File: src/rtl/medac_sweep_ctrl.sv
// medac_sweep_ctrl
// Calibration sequencer for the MEDAC asynchronous FIFO, running in the FIFO
// write-clock domain. It sweeps all 64 combinations of the two synchronizer
// delay selects {d1,d2}, with d2 as the inner loop. At each point it does the
// following:
//   1. Applies the setting and idles for SETTLE cycles.
//   2. Snapshots the free-running origin-error counter.
//   3. Runs FIFO traffic for WINDOW cycles.
//   4. Keeps the point with the smallest error delta. On a tie the earlier
//      point is kept.
// When the sweep ends (normally or through abort), the best setting is driven
// back onto the selects.
//
// Ports:
//   clk, rst               clock, synchronous active-high reset
//   start, abort           sweep control (start: single-cycle pulse)
//   error_origin_cnt[31:0] free-running FIFO origin-error count
//   delay_sel_d1/d2[2:0]   delay selects to the FIFO
//   traffic_en             gates FIFO winc/rinc/start
//   busy, done             sweep in progress / one-cycle completion pulse
//   best_d1/d2, best_err   best point found so far and its error delta
//
// Optional build macro MEDAC_SWEEP_LOG_EN adds a per-point log:
//   pt_valid, pt_idx[5:0], pt_err[31:0]
//
// States:
//   state  | meaning
//   IDLE   | waiting for start, selects hold best
//   APPLY  | selects driven to current point (1 cycle)
//   SETTLE | traffic off, wait SETTLE cycles
//   BASE   | snapshot error counter (1 cycle)
//   RUN    | traffic on for WINDOW cycles
//   EVAL   | compute delta, update best, advance (1 cycle)
//   DONE   | done pulse, selects switch to best (1 cycle)
module medac_sweep_ctrl #(
  parameter int unsigned WINDOW = 1024,
  parameter int unsigned SETTLE = 16
) (
  input  logic        clk,
  input  logic        rst,
  input  logic        start,
  input  logic        abort,
  input  logic [31:0] error_origin_cnt,
  output logic [2:0]  delay_sel_d1,
  output logic [2:0]  delay_sel_d2,
  output logic        traffic_en,
  output logic        busy,
  output logic        done,
  output logic [2:0]  best_d1,
  output logic [2:0]  best_d2,
  output logic [31:0] best_err
`ifdef MEDAC_SWEEP_LOG_EN
  ,
  output logic        pt_valid,
  output logic [5:0]  pt_idx,
  output logic [31:0] pt_err
`endif
);

  typedef enum logic [2:0] {
    S_IDLE, S_APPLY, S_SETTLE, S_BASE, S_RUN, S_EVAL, S_DONE
  } state_t;

  // Down-counter reload values: the phase ends when the timer reads zero.
  localparam logic [19:0] WIN_LD = 20'(WINDOW - 1);
  localparam logic [19:0] SET_LD = 20'(SETTLE - 1);

  state_t      state_q;
  logic [5:0]  idx_q;
  logic [19:0] tmr_q;
  logic [31:0] base_q;

  logic [31:0] delta_d;
  logic [2:0]  best_d1_d;
  logic [2:0]  best_d2_d;
  logic [31:0] best_err_d;

  // The modular subtraction absorbs a counter wrap inside the window.
  // The strict compare keeps the earlier point on a tie.
  always_comb begin
    delta_d    = error_origin_cnt - base_q;
    best_d1_d  = best_d1;
    best_d2_d  = best_d2;
    best_err_d = best_err;
    if (delta_d < best_err) begin
      best_d1_d  = idx_q[5:3];
      best_d2_d  = idx_q[2:0];
      best_err_d = delta_d;
    end
  end

  always_ff @(posedge clk) begin
    if (rst) begin
      state_q      <= S_IDLE;
      idx_q        <= '0;
      tmr_q        <= '0;
      base_q       <= '0;
      delay_sel_d1 <= '0;
      delay_sel_d2 <= '0;
      traffic_en   <= 1'b0;
      busy         <= 1'b0;
      done         <= 1'b0;
      best_d1      <= '0;
      best_d2      <= '0;
      best_err     <= '1;
`ifdef MEDAC_SWEEP_LOG_EN
      pt_valid     <= 1'b0;
      pt_idx       <= '0;
      pt_err       <= '0;
`endif
    end else begin
      done <= 1'b0;
`ifdef MEDAC_SWEEP_LOG_EN
      pt_valid <= 1'b0;
`endif
      if (abort && state_q != S_IDLE && state_q != S_DONE) begin
        // The point in flight is dropped, so best reflects completed points only.
        state_q      <= S_DONE;
        done         <= 1'b1;
        busy         <= 1'b0;
        traffic_en   <= 1'b0;
        delay_sel_d1 <= best_d1;
        delay_sel_d2 <= best_d2;
      end else begin
        case (state_q)
          S_IDLE: begin
            if (start) begin
              state_q      <= S_APPLY;
              idx_q        <= '0;
              delay_sel_d1 <= '0;
              delay_sel_d2 <= '0;
              busy         <= 1'b1;
              best_d1      <= '0;
              best_d2      <= '0;
              best_err     <= '1;
            end
          end
          S_APPLY: begin
            state_q <= S_SETTLE;
            tmr_q   <= SET_LD;
          end
          S_SETTLE: begin
            if (tmr_q == '0) state_q <= S_BASE;
            else             tmr_q   <= tmr_q - 20'd1;
          end
          S_BASE: begin
            state_q    <= S_RUN;
            base_q     <= error_origin_cnt;
            traffic_en <= 1'b1;
            tmr_q      <= WIN_LD;
          end
          S_RUN: begin
            if (tmr_q == '0) begin
              state_q    <= S_EVAL;
              traffic_en <= 1'b0;
            end else begin
              tmr_q <= tmr_q - 20'd1;
            end
          end
          S_EVAL: begin
            best_d1  <= best_d1_d;
            best_d2  <= best_d2_d;
            best_err <= best_err_d;
`ifdef MEDAC_SWEEP_LOG_EN
            pt_valid <= 1'b1;
            pt_idx   <= idx_q;
            pt_err   <= delta_d;
`endif
            if (idx_q == 6'd63) begin
              state_q      <= S_DONE;
              done         <= 1'b1;
              busy         <= 1'b0;
              delay_sel_d1 <= best_d1_d;
              delay_sel_d2 <= best_d2_d;
            end else begin
              state_q      <= S_APPLY;
              idx_q        <= idx_q + 6'd1;
              delay_sel_d1 <= (idx_q + 6'd1) >> 3;
              delay_sel_d2 <= (idx_q + 6'd1) & 6'd7;
            end
          end
          S_DONE:  state_q <= S_IDLE;
          default: state_q <= S_IDLE;
        endcase
      end
    end
  end

endmodule

File: config.mk
export PLATFORM = sky130hd
export DESIGN_NAME = medac_sweep_ctrl
export DESIGN_NICKNAME = d
export VERILOG_FILES = /design/src/rtl/medac_sweep_ctrl.sv
export SDC_FILE = /design/constraint.sdc
export NUM_CORES = 1
export LEC_CHECK = 0
export ABC_AREA = 1
export CELL_PAD_IN_SITES_DETAIL_PLACEMENT = 1
export CELL_PAD_IN_SITES_GLOBAL_PLACEMENT = 1
export CORE_MARGIN = 10
export CORE_UTILIZATION = 44
export DETAILED_ROUTE_END_ITERATION = 8
export HOLD_SLACK_MARGIN = 0.15
export PLACE_DENSITY_LB_ADDON = 0.3
export SKIP_CTS_REPAIR_TIMING = 1
export SYNTH_ARGS = -nofsm -noshare
export SYNTH_HDL_FRONTEND = slang
export SYNTH_SLANG_ARGS = --single-unit
File: constraint.sdc
create_clock -name clk -period 5.95 [get_ports clk]
set_clock_uncertainty 0.1 [all_clocks]
set_input_delay 1.19 -clock clk [delete_from_list [all_inputs] [get_ports clk]]
set_output_delay 1.19 -clock clk [all_outputs]
set_load 0.03 [all_outputs]
==> results of run 1 <==
sequential cells by signal (all words and copies together), names as in the netlist, 3 cells and up:
signal	count
delay_sel_d2	3
best_err	32
state_q	3
idx_q	6
tmr_q	20
base_q	32
best_d2	3
best_d1	3
delay_sel_d1	3
Yosys cell counts (4+ instances only):
library cell / n
xor2_1: 30
ha_1: 65
nor4_1: 6
inv_2: 6
nand2_1: 255
nand4_1: 12
o21a_1: 4
o22ai_1: 20
nand3_1: 53
o21ai_0: 84
a21oi_1: 129
clkbuf_1: 17
a21o_1: 5
inv_1: 144
nor3_1: 13
buf_4: 4
dfxtp_1: 108
nor2_1: 112
logic make-up (layout without fill, tap and decap cells):
family          Yosys count  count (layout)  synth area share
buf+inv                 177             256            0.0955
simple gates            468             468             0.268
compound gates          261             261             0.190
flops                   108             108             0.294
xor+xnor                 33              33            0.0392
fa+ha+maj                66              66             0.113
critical path, cell delays in order:
cell,delay (ps)
clkdlybuf4s50_1,390
inv_1,90
ha_1,160
inv_1,60
fa_1,400
nand3_1,100
nand2_1,120
nand3_1,90
nand2_1,130
nand2_1,90
nand2_1,100
nand2_1,90
nand2_1,150
nand3_1,150
nand2_1,60
nand2_1,90
nand2_1,60
ha_1,300
nand2_1,100
o21a_1,130
nand2_1,60
a21oi_1,300
nand2_1,370
inv_1,260
nand2_4,200
o22ai_1,260
nand2_1,70
report_power, final:
group          total, mW  internal, mW  switching, mW
Sequential         0.954         0.840          0.114
Clock              0.647         0.343          0.304
Combinational       1.76         0.600           1.16
Total               3.36          1.78           1.57
cell type report:
cell class                      instances  area share
Timing Repair Buffer                   89       0.103
Sequential cell                       108       0.248
Multi-Input combinational cell        828       0.517
Inverter                              151      0.0650
Clock inverter                          6     0.00818
Tap cell                              220      0.0316
Clock buffer                           10      0.0274
per-stage QoR:
stage / power (mW) / worst slack (ps) / utilization / hold WS, ps
2_1_floorplan: 2.18 / 1490 / - / 333
3_3_place_gp: 2.61 / 287 / 0.506 / 344
3_5_place_dp: 2.66 / 68.9 / 0.506 / 351
4_1_cts: 3.33 / 445 / 0.525 / 363
5_1_grt: 3.63 / 56.1 / 0.527 / 386
6_report: 3.36 / 512 / 0.527 / 359
worst paths after layout:
check,cells after the start,from,end
worst max-delay path,27,error_origin_cnt[0],best_err[5]
worst min-delay path,2,base_q[24],base_q[24]
worst max register to register,20,base_q[2],best_err[5]
worst min register to register,2,base_q[24],base_q[24]
layer usage:
| metal | vias to the layer above | routed length [um] | part of all wire | GRT usage |
|---|---|---|---|---|
| li1 | 3821 | - | - | - |
| met1 | 3631 | 11300 | 0.48 | 0.274 |
| met2 | 105 | 11000 | 0.47 | 0.354 |
| met3 | 24 | 806 | 0.034 | 0.0291 |
| met4 | 0 | 379 | 0.016 | 0.0623 |
| met5 | - | 0 | 0 | 0 |
==> impl_metrics.env, run 1 <==
export IMPL_hold_violations=0
export IMPL_syn_to_final_growth_pct=18.3
export IMPL_synth_seq_cells=108
export IMPL_die_area_sq_mm=0.0223
export IMPL_period_needed_ps=5440
export IMPL_num_fill_cells=2221
export IMPL_grt_overflow=0
export IMPL_wl_per_cell_um=16.6
export IMPL_cp_end_kind="flop"
export IMPL_cap_viol_max_count=0
export IMPL_layout_nets=1289
export IMPL_power_density_mw_per_mm2=385
export IMPL_slew_headroom=0.440
export IMPL_grt_max_degree=62
export IMPL_synthCells=1113
export IMPL_syn_area_sq_mm=0.00737
export IMPL_fin_tns_setup_ps=0
export IMPL_tightest_slew_ps=839
export IMPL_hp_class="flop to flop"
export IMPL_drt_first_pass_iters=4
export IMPL_multi_input_comb_area_sq_mm=0.00450
export IMPL_postRouteAntennaNets=0
export IMPL_cts_buffer_depth=2
export IMPL_die_w_um=149
export IMPL_fin_crit_sh=0.914
export IMPL_cts_made_buffers=9
export IMPL_dp_hpwl_um=18100
export IMPL_finalSetupViolCount=0
export IMPL_n_antenna_cell=0
export IMPL_cts_max_level=3
export IMPL_io_buffer_count=82
export IMPL_clock_fmax_ghz=0.184
export IMPL_ys_warn_count=0
export IMPL_ys_seq_area_frac=0.294
export IMPL_cts_tree="done"
export IMPL_design_area_sq_mm=0.00871
export IMPL_rows=47
export IMPL_stdcell_count=1412
export IMPL_drt_iter0_drc=355
export IMPL_cts_root_buf="clkbuf_16"
export IMPL_io_pins=83
export IMPL_grt_setup_unrepaired="no"
export IMPL_critPathArrivalTime_ps=5590
export IMPL_synth_flop_cell="dfxtp_1"
export IMPL_start_util=0.446
export IMPL_synth_top_cell_area_share=0.294
export IMPL_yosysTopAreaCell="dfxtp_1"
export IMPL_seq_area_sq_mm=0.00216
export IMPL_antenna_found_initial=0
export IMPL_p_leak_nw=3.96
export IMPL_placedInstanceArea_sq_mm=0.00837
export IMPL_syn_avg_cell_area_sq_um=6.62
export IMPL_totalWireLength_um=23500
export IMPL_vias_per_cell=5.37
export IMPL_clock_latency_ps=370
export IMPL_path_max_fanout=22
export IMPL_design_core_area_sq_mm=0.0165
export IMPL_drc_errors=0
export IMPL_drive_gt1_frac=0.0378
export IMPL_crit_path_start_kind="primary input"
export IMPL_layout_commonest_cell="nand2_1"
export IMPL_grt_pass1_wl_um=39100
export IMPL_clock_sinks=108
export IMPL_grt_pass1_vias=7819
export IMPL_ir_drop_v=0.000341
export IMPL_synthArstFlopShare=0
export IMPL_final_cell_mix="nand2_1, inv_1, a21oi_1"
export IMPL_via_count=7581
export IMPL_worst_setup_path_type="primary input to flop"
export IMPL_crit_required_ps=6100
export IMPL_gp_congestion=0.940
export IMPL_grt_usage=0.211
export IMPL_reg2reg_setup_slack_ps=1450
export IMPL_status="complete, no violations"
export IMPL_synth_edf_count=0
export IMPL_cts_clk_slew_worst_paths_ps=70
export IMPL_synth_distinct_cells=46
export IMPL_syn_nets=1215
export IMPL_dpl_cell_count=1393
export IMPL_slew_viol_final=0
export IMPL_synth_area_leaders="dfxtp_1, nand2_1, ha_1"
export IMPL_fp_dieH_um=149
(Power assumes the default switching activity.)
==> run 2: changes to the inputs <==
CAP_MARGIN = 20   (was not set)
CTS_CLUSTER_DIAMETER = 200   (was not set)
clock period = 6.3 ns   (was 5.95 ns; I/O delays follow)
==> run 2 against run 1 <==
Combinational power down 8%. First-iteration DRC count down 1.4%. Sequential power down 5.8%. Highest routed layer unchanged. Global-route usage is 0.078 points higher. Worst hold slack about the same.
==> impl_metrics.env, run 2 (synthesis results as in run 1) <==
export IMPL_layout_nets=1286
export IMPL_fin_crit_sh=0.885
export IMPL_io_pins=83
export IMPL_tightest_slew_ps=585
export IMPL_via_count=7618
export IMPL_die_area_sq_mm=0.0223
export IMPL_final_cell_mix="nand2_1, inv_1, a21oi_1"
export IMPL_drt_first_pass_iters=5
export IMPL_cts_root_buf="clkbuf_16"
export IMPL_grt_pass1_vias=7791
export IMPL_power_frac_clock=0.206
export IMPL_min_from="base_q[23]"
export IMPL_clock_fmax_ghz=0.179
export IMPL_path_max_fanout=21
export IMPL_placedInstanceArea_sq_mm=0.00836
export IMPL_cts_buffer_depth=2
export IMPL_drt_iter0_drc=350
export IMPL_layout_commonest_cell="nand2_1"
export IMPL_drive_gt1_frac=0.0353
export IMPL_fp_dieH_um=149
export IMPL_clock_latency_ps=360
export IMPL_slew_headroom=0.609
export IMPL_hp_class="flop to flop"
export IMPL_gp_congestion=0.934
export IMPL_r2r_start="base_q[0]"
export IMPL_timing_rr_end="best_err[22]"
export IMPL_design_core_area_sq_mm=0.0165
export IMPL_vias_per_cell=5.41
export IMPL_finalSetupViolCount=0
export IMPL_power_density_mw_per_mm2=365
export IMPL_design_area_sq_mm=0.00869
export IMPL_crit_required_ps=6480
export IMPL_cts_max_level=3
export IMPL_ir_drop_v=0.000264
export IMPL_grt_overflow=0
export IMPL_drc_errors=0
export IMPL_post_place_ws_ps=383
export IMPL_worst_setup_path_type="primary input to flop"
export IMPL_antenna_found_initial=0
export IMPL_die_w_um=149
export IMPL_critPathArrivalTime_ps=5760
export IMPL_grt_max_degree=62
export IMPL_setup_slack_ps=725
export IMPL_holdPathEnd="base_q[23]"
export IMPL_wl_per_cell_um=16.8
export IMPL_p_comb_frac=0.510
export IMPL_cts_clk_slew_worst_paths_ps=70
export IMPL_postRouteAntennaNets=0
export IMPL_netSwitchingPower_mw=1.49
export IMPL_start_util=0.446
export IMPL_reg_top3="base_q (32), best_err (32), tmr_q (20)"
export IMPL_hold_ws_ps=359
export IMPL_n_antenna_cell=0
export IMPL_totalWireLength_um=23600
export IMPL_grt_usage=0.212
export IMPL_cp_end_kind="flop"
export IMPL_rows=47
export IMPL_fin_tns_setup_ps=0
export IMPL_cap_viol_max_count=0
export IMPL_swShare=0.470
export IMPL_hold_violations=0
export IMPL_p_int_mw=1.68
export IMPL_cts_tree="done"
export IMPL_crit_path_start_kind="primary input"
export IMPL_io_buffer_count=82
export IMPL_clock_sinks=108
export IMPL_status="complete, no violations"
export IMPL_grt_setup_unrepaired="no"
export IMPL_slew_viol_final=0
export IMPL_worstRegToRegCells=26
export IMPL_period_needed_ps=5580
export IMPL_seqPwrFrac=0.284
export IMPL_dp_hpwl_um=18400
export IMPL_p_leak_nw=3.95
export IMPL_syn_to_final_growth_pct=17.9
export IMPL_num_fill_cells=2206
export IMPL_grt_pass1_wl_um=38800
export IMPL_min_path_cells=2
export IMPL_reg2reg_setup_slack_ps=1770
export IMPL_cts_made_buffers=9
run 2: final cells by class:
cell class,count,area [sq um],share of cell area
Multi-Input combinational cell,828,4500,0.518
Sequential cell,108,2160,0.249
Timing Repair Buffer,86,851,0.0979
Inverter,151,567,0.0652
Tap cell,220,275,0.0317
Clock buffer,10,239,0.0275
Clock inverter,6,92.6,0.0107
run 2: critical path: stages:
cell and delay, ps:
clkdlybuf4s50_1 400, inv_1 80, ha_1 140, inv_1 60, fa_1 400, nand3_1 100
nand2_1 120, nand3_1 100, nand2_1 120, nand2_1 90, nand2_1 110, nand2_1 90
nand2_1 130, nand2_1 140, nand2_1 60, nand2_1 70, nand2_1 100, ha_1 290
nand2_1 70, o21ai_0 100, nand2_1 70, nand2_1 40, a21oi_1 310, nand2_1 340
a21oi_4 410, buf_4 340, nor2_1 60, o21ai_0 160
run 2: per-stage QoR:
step / util / instances / power, mW
5_1_grt: 0.526 / 1409 / 3.42
4_1_cts: 0.526 / 1409 / 3.18
3_3_place_gp: 0.506 / 1393 / 2.44
2_1_floorplan: - / 1113 / 2.06
6_report: 0.526 / 1409 / 3.17
3_5_place_dp: 0.506 / 1393 / 2.50
run 2: power groups by stage:
stage	logic, mW	clock network [mW]	registers, mW
5_1_grt	1.82	0.686	0.915
3_5_place_dp	1.59	0	0.909
6_report	1.62	0.654	0.899
4_1_cts	1.62	0.662	0.896
3_3_place_gp	1.54	0	0.906
2_1_floorplan	1.10	0	0.962
run 2: worst max-delay path by stage:
| stage | slack [ps] | cells past startpoint | startpoint | to |
|---|---|---|---|---|
| finish | 720 | 28 | error_origin_cnt[0] | best_err[22] |
| global placement | 530 | 28 | error_origin_cnt[0] | best_err[22] |
| detailed placement | 380 | 28 | error_origin_cnt[0] | best_err[22] |
| floorplan | 1770 | 27 | error_origin_cnt[0] | best_err[14] |
| global route | 210 | 28 | error_origin_cnt[0] | best_err[22] |
| CTS | 710 | 28 | error_origin_cnt[0] | best_err[22] |
run 2: layer usage:
metal | up-vias | wire, um | global-route usage
met5 | - | 0 | 0
met4 | 0 | 454 | 0.0677
met3 | 30 | 953 | 0.0291
met2 | 152 | 11200 | 0.362
met1 | 3626 | 11000 | 0.267
li1 | 3810 | - | -
